[src/rtl/video_pkg.sv]
// video_pkg: shared video timing defaults, frame reader states and Wishbone constants
package video_pkg;
  localparam int HDISP_DEF = 800;
  localparam int VDISP_DEF = 480;
  localparam logic [2:0] WB_CTI_CLASSIC = 3'b000;
  localparam logic [1:0] WB_BTE_LINEAR = 2'b00;
  typedef enum logic {IDLE, REQ} frame_rd_state_t;
endpackage

[src/rtl/wshb_frame_reader.sv]
// wshb_frame_reader: Wishbone master streaming a framebuffer from SDRAM into the video FIFO
module wshb_frame_reader
  import video_pkg::*;
#(
  parameter int HDISP = HDISP_DEF,
  parameter int VDISP = VDISP_DEF,
  parameter int ADDR_W = 32,
  parameter logic [ADDR_W-1:0] BASE_ADDR = '0
) (
  input  logic              sys_clk,
  input  logic              sys_rst,
  input  logic              enable,
  output logic [ADDR_W-1:0] wb_adr,
  output logic              wb_cyc,
  output logic              wb_stb,
  output logic              wb_we,
  output logic [3:0]        wb_sel,
  output logic [2:0]        wb_cti,
  output logic [1:0]        wb_bte,
  output logic [31:0]       wb_dat_ms,
  input  logic [31:0]       wb_dat_sm,
  input  logic              wb_ack,
  input  logic              wb_err,
  input  logic              wb_rty,
  output logic [31:0]       fifo_wdata,
  output logic              fifo_write,
  output logic              fifo_sof,
  input  logic              fifo_walmost_full
);
  localparam int NWORDS = HDISP * VDISP;
  localparam int IW = NWORDS > 1 ? $clog2(NWORDS) : 1;
  frame_rd_state_t state, state_nxt;
  logic [IW-1:0] idx, idx_nxt;
  logic go, done;
  assign go = enable && !fifo_walmost_full;
  assign done = state == REQ && (wb_ack || wb_err);
  assign idx_nxt = idx == IW'(NWORDS - 1) ? '0 : idx + 1'b1;
  assign wb_we = 1'b0;
  assign wb_sel = 4'hF;
  assign wb_cti = WB_CTI_CLASSIC;
  assign wb_bte = WB_BTE_LINEAR;
  assign wb_dat_ms = '0;
  // state register; cyc/stb are decoded straight from it so they stay registered
  always_ff @(posedge sys_clk)
    state <= sys_rst ? IDLE : state_nxt;
  // a terminated or idle request is (re)issued only when the FIFO has room; retry drops cyc for one cycle
  always_comb begin
    state_nxt = state;
    if (state == IDLE) state_nxt = go ? REQ : IDLE;
    else if (wb_ack || wb_err) state_nxt = go ? REQ : IDLE;
    else if (wb_rty) state_nxt = IDLE;
  end
  // bus strobes follow the request state
  always_comb begin
    wb_cyc = state == REQ;
    wb_stb = state == REQ;
  end
  // pixel counter, address and FIFO push; an error pushes zero to keep pixel alignment
  always_ff @(posedge sys_clk) begin
    if (sys_rst) begin
      idx <= '0;
      wb_adr <= BASE_ADDR;
      fifo_write <= 1'b0;
      fifo_sof <= 1'b0;
      fifo_wdata <= '0;
    end else begin
      fifo_write <= done;
      fifo_sof <= done && idx == '0;
      if (done) begin
        fifo_wdata <= wb_ack ? wb_dat_sm : '0;
        idx <= idx_nxt;
        wb_adr <= BASE_ADDR + (ADDR_W'(idx_nxt) << 2);
      end
    end
  end
endmodule

[config.mk]
export PLATFORM = sky130hd
export DESIGN_NAME = wshb_frame_reader
export DESIGN_NICKNAME = d
export VERILOG_FILES = /design/src/rtl/video_pkg.sv /design/src/rtl/wshb_frame_reader.sv
export SDC_FILE = /design/constraint.sdc
export NUM_CORES = 1
export LEC_CHECK = 0
export BUFFER_PORTS_ARGS = -buffer_cell sky130_fd_sc_hd__buf_2
export CORE_ASPECT_RATIO = 0.8
export CORE_MARGIN = 2
export CORE_UTILIZATION = 40
export DETAILED_ROUTE_END_ITERATION = 16
export PLACE_DENSITY_LB_ADDON = 0.1
export RECOVER_POWER = 25
export SLEW_MARGIN = 20
export SYNTH_ARGS = -nofsm -noshare
export SYNTH_HDL_FRONTEND = slang
export SYNTH_SLANG_ARGS = --single-unit
[constraint.sdc]
create_clock -name sys_clk -period 1.65 [get_ports sys_clk]
set_input_delay 0.165 -clock sys_clk [delete_from_list [all_inputs] [get_ports sys_clk]]
set_output_delay 0.165 -clock sys_clk [all_outputs]
set_load 0.02 [all_outputs]
==> out/results.md <==
| Step | Quantity | This run |
|---|---|---|
| run status | Status | finished clean |
| min path | Worst Hold Class | input port to register |
| synth | Average size of a mapped cell | 8.92 µm² |
| drt | Drc violations | 0 |
| sta | Final-report hold violation count | 0 |
| drt | Detail Route Antenna Nets | 0 |
| power | Design Power | 2.39 mW |
| sta | Setup Skew | 0.00660 ns |
| place | HPWL Detailed | 4.21 mm |
| setup path | Top fanout value on the critical path | 9 |
| clock network | Number of buffers on the longest clock path | 2 |
| grt | Maximum number of pins on one net before global-route repair | 33 |
| die | Chip width | 93.4 µm |
| drt | Wire length reported by the detailed router | 5.71 mm |
| grt | Initial antenna violation count | 0 |
| clock network | Root Buffer Master | sky130_fd_sc_hd__clkbuf_8 |
| drt | Drt via density | 4.53 |
| power | PwrDens | 786 nW/µm² |
| clock network | Number of setup buffers added after CTS | 0 |
| setup path | Crit path kind | register to register |
| setup path | Critical path startpoint category | register |
| clock network | TritonCTS clock tree | yes |
| final layout | Layout cells sized above 1 | 25.7% |
| synth | Dominant cell type by area after synthesis | sky130_fd_sc_hd__dfxtp_1 |
| final layout | Number of filler instances in the final layout | 654 |
| drt | DRC marker count from the first detailed-route iteration | 92 |
| sta | Setup violators final | 0 |
| setup path | Data arrival time of the critical path | 1.76 ns |
| sta | Minimum clock period after layout | 1.52 ns |
| drt | Average detailed-routed wire length per instance | 12.2 µm |
| final layout | Number of diodes | 0 |
| run | Number of max-cap violations | 0 |
| final layout | Synthesis-to-finish area growth | 18.8% |
| grt | Number of global-route vias before repair | 1707 |
| die | Floorplan die height | 75.5 µm |
| drt | Number of iterations in the first detailed-routing pass | 5 |
| sta | Post-route fraction of the period consumed by the critical path | 92.2% |
| synth | Synthesized netlist cell count | 287 |
| sta | Unrepaired setup endpoints after global routing | no |
| synth | Sequential fraction of the synthesis area | 42.2% |
| drt | Routed vias | 2124 |
| synth | YS warnings | 0 |
| synth | Register bit total from synthesis | 54 |
| die | Effective utilization at floorplan | 40.8% |
| setup path | Endpoint required time on the critical path | 1.89 ns |
| clock network | Clock transition at path regs | 0.11 ns |
| clock network | Htree depth | 2 |
| clock network | Worst-Skew Late Latency | 0.30 ns |
| synth | Dominant cells by area after synthesis | sky130_fd_sc_hd__dfxtp_1 (42%), sky130_fd_sc_hd__buf_4 (17%), sky130_fd_sc_hd__a22oi_1 (9.4%) |
| sta | Max-slew violation total from the final report | 0 |
| setup path | Critical path endpoint category | register |
| die | Die Footprint | 7060 µm² |
| power | Maximum ir drop on the vdd rail | 503 µV |
| die | Number of ports placed on the die boundary | 149 |
| grt | First-pass GRT wire length | 8.43 mm |
| synth | Fraction of synthesized cell area taken by the top area cell type | 42.2% |
| clock network | Clock Sink Count | 54 |
| die | Standard-cell rows | 26 |
| place | Quantity of I/O buffers inserted on ports | 93 |
| clock network | Number of buffers inserted during clock tree synthesis | 5 |
| place | Routability Congestion | 0.796 |
| die | Core area | 6280 µm² |
| grt | Overall routing resource usage | 15.2% |
| power | Leakage power figure | 1.40 nW |
| sta | Max Clk Rate | 658 MHz |
| synth | Post-synthesis cell area | 2560 µm² |
| grt | Global-route congestion overflow total | 0 |
| synth | Number of distinct library cell variants in the gate-level netlist after synthesis | 31 |
| final layout | Nets@finish | 425 |
| sta | Total Negative Setup Slacks | 0 ns |
## worst max-delay path, stage by stage, from the launching register on
cell and delay (ns):
sky130_fd_sc_hd__dfxtp_1 0.41, sky130_fd_sc_hd__and4_2 0.33, sky130_fd_sc_hd__nand4_4 0.18, sky130_fd_sc_hd__or3_1 0.40
sky130_fd_sc_hd__a21oi_2 0.14
## state kept, by name (all words and copies together), names as in the netlist
name,count
fifo_sof,1
fifo_wdata,32
fifo_write,1
idx,19
wb_cyc,1
## synthesized netlist by cell type
master	n
sky130_fd_sc_hd__a21oi_1	4
sky130_fd_sc_hd__a21oi_2	4
sky130_fd_sc_hd__a22oi_1	32
sky130_fd_sc_hd__and2_1	3
sky130_fd_sc_hd__and3_1	6
sky130_fd_sc_hd__and4_1	2
sky130_fd_sc_hd__buf_4	58
sky130_fd_sc_hd__buf_6	1
sky130_fd_sc_hd__clkbuf_1	12
sky130_fd_sc_hd__conb_1	2
sky130_fd_sc_hd__dfxtp_1	54
sky130_fd_sc_hd__ha_1	2
sky130_fd_sc_hd__inv_1	2
sky130_fd_sc_hd__mux2_2	1
sky130_fd_sc_hd__nand2_1	7
sky130_fd_sc_hd__nand2b_1	1
sky130_fd_sc_hd__nand3_1	6
sky130_fd_sc_hd__nand4_1	8
sky130_fd_sc_hd__nand4_2	1
sky130_fd_sc_hd__nand4_4	1
sky130_fd_sc_hd__nor2_1	48
sky130_fd_sc_hd__nor3_1	1
sky130_fd_sc_hd__nor4_1	3
sky130_fd_sc_hd__nor4b_1	1
sky130_fd_sc_hd__o2111a_1	1
sky130_fd_sc_hd__o21a_1	1
sky130_fd_sc_hd__o21ai_0	6
sky130_fd_sc_hd__o21ai_1	1
sky130_fd_sc_hd__o21bai_4	1
sky130_fd_sc_hd__or3_1	6
sky130_fd_sc_hd__xor2_1	11
## per-layer routing
layer | wire, µm | track usage, % | vias to the layer above
met1 | 2710 | 22.5 | 956
met5 | 0 | 0 | -
met2 | 2490 | 21.7 | 95
met3 | 479 | 4.65 | 2
met4 | 27 | 3.43 | 0
li1 | - | - | 1071
## cells by family after synthesis
| family | after synthesis | synth area share [%] |
|---|---|---|
| xor+xnor | 11 | 3.77 |
| simple gates | 94 | 18.4 |
| other cells | 2 | 0.294 |
| compound gates | 50 | 14.4 |
| mux | 1 | 0.440 |
| buf+inv | 73 | 19.5 |
| flops | 54 | 42.2 |
| fa+ha+maj | 2 | 0.978 |
## cell type report
| type | count | area (µm²) | share of cell area [%] |
|---|---|---|---|
| multi-input combinational | 213 | 1180 | 38.9 |
| sequential | 54 | 1080 | 35.6 |
| inverter | 2 | 7.51 | 0.247 |
| timing repair buffer | 108 | 569 | 18.7 |
| clock inverter | 3 | 25.0 | 0.823 |
| clock buffer | 5 | 68.8 | 2.26 |
| tap | 84 | 105 | 3.46 |
## what timing repair did
action,in CTS,in global routing
hold endpoints to repair,0,0
hold buffers,0,0
gates resized for setup,0,1
endpoints found under the setup margin,0,5
## final timing paths
| kind | end | start | slack [ns] | cells after the start |
|---|---|---|---|---|
| hold / removal | fifo_wdata[9]$_SDFFE_PP0P_ | wb_dat_sm[9] | 0.10 | 3 |
| hold reg to reg | fifo_wdata[16]$_SDFFE_PP0P_ | fifo_wdata[16]$_SDFFE_PP0P_ | 0.50 | 2 |
| setup reg to reg | idx[13]$_SDFFE_PP0P_ | idx[6]$_SDFFE_PP0P_ | 0.13 | 4 |
| setup / recovery | idx[13]$_SDFFE_PP0P_ | idx[6]$_SDFFE_PP0P_ | 0.13 | 4 |
## report_power, final
group	switching, mW	leakage (nW)	internal (mW)
logic	0.220	0.916	0.0822
clock network	0.444	0.0447	0.307
registers	0.0116	0.436	1.32
total	0.676	1.40	1.71
## cells in the final DEF (no fill, tap or decap)
cell type,instances
sky130_fd_sc_hd__buf_2,66
sky130_fd_sc_hd__conb_1,55
sky130_fd_sc_hd__dfxtp_1,54
sky130_fd_sc_hd__nor2_1,48
sky130_fd_sc_hd__a22oi_1,32
sky130_fd_sc_hd__clkbuf_1,27
sky130_fd_sc_hd__buf_4,13
sky130_fd_sc_hd__xor2_1,11
sky130_fd_sc_hd__nand4_1,8
sky130_fd_sc_hd__nand2_1,7
sky130_fd_sc_hd__and3_1,6
sky130_fd_sc_hd__o21ai_0,6
sky130_fd_sc_hd__or3_1,6
sky130_fd_sc_hd__nand3_1,6
sky130_fd_sc_hd__clkbuf_8,5
sky130_fd_sc_hd__a21oi_1,4
sky130_fd_sc_hd__a21oi_2,4
sky130_fd_sc_hd__and2_1,3
sky130_fd_sc_hd__nor4_1,3
sky130_fd_sc_hd__inv_1,2
sky130_fd_sc_hd__ha_1,2
sky130_fd_sc_hd__buf_12,2
sky130_fd_sc_hd__o21ai_2,1
sky130_fd_sc_hd__and4_2,1
sky130_fd_sc_hd__o2111a_1,1
sky130_fd_sc_hd__nand4_2,1
sky130_fd_sc_hd__o21a_1,1
sky130_fd_sc_hd__nand4_4,1
sky130_fd_sc_hd__nor3_1,1
sky130_fd_sc_hd__o21bai_4,1
sky130_fd_sc_hd__nand2b_1,1
sky130_fd_sc_hd__mux2_2,1
sky130_fd_sc_hd__nor4b_1,1
sky130_fd_sc_hd__and4_1,1
sky130_fd_sc_hd__clkinvlp_4,1
sky130_fd_sc_hd__inv_6,1
sky130_fd_sc_hd__clkinv_4,1
## metrics by stage
step / area (µm²) / util, % / hold WS (ns) / cells / worst slack [ns]
after CTS: 3070 / 48.9 / 0.0888 / 469 / 0.0661
final: 3040 / 48.4 / 0.103 / 469 / 0.129
after global placement: 2980 / 47.4 / 0.411 / 461 / 0.143
after global routing: 3040 / 48.4 / 0.0970 / 469 / 0.00312
after detailed placement: 2980 / 47.4 / 0.420 / 461 / 0.116
after floorplan: 2760 / - / 0.328 / 340 / 0.0268
Power figures use the tool's default switching activity.
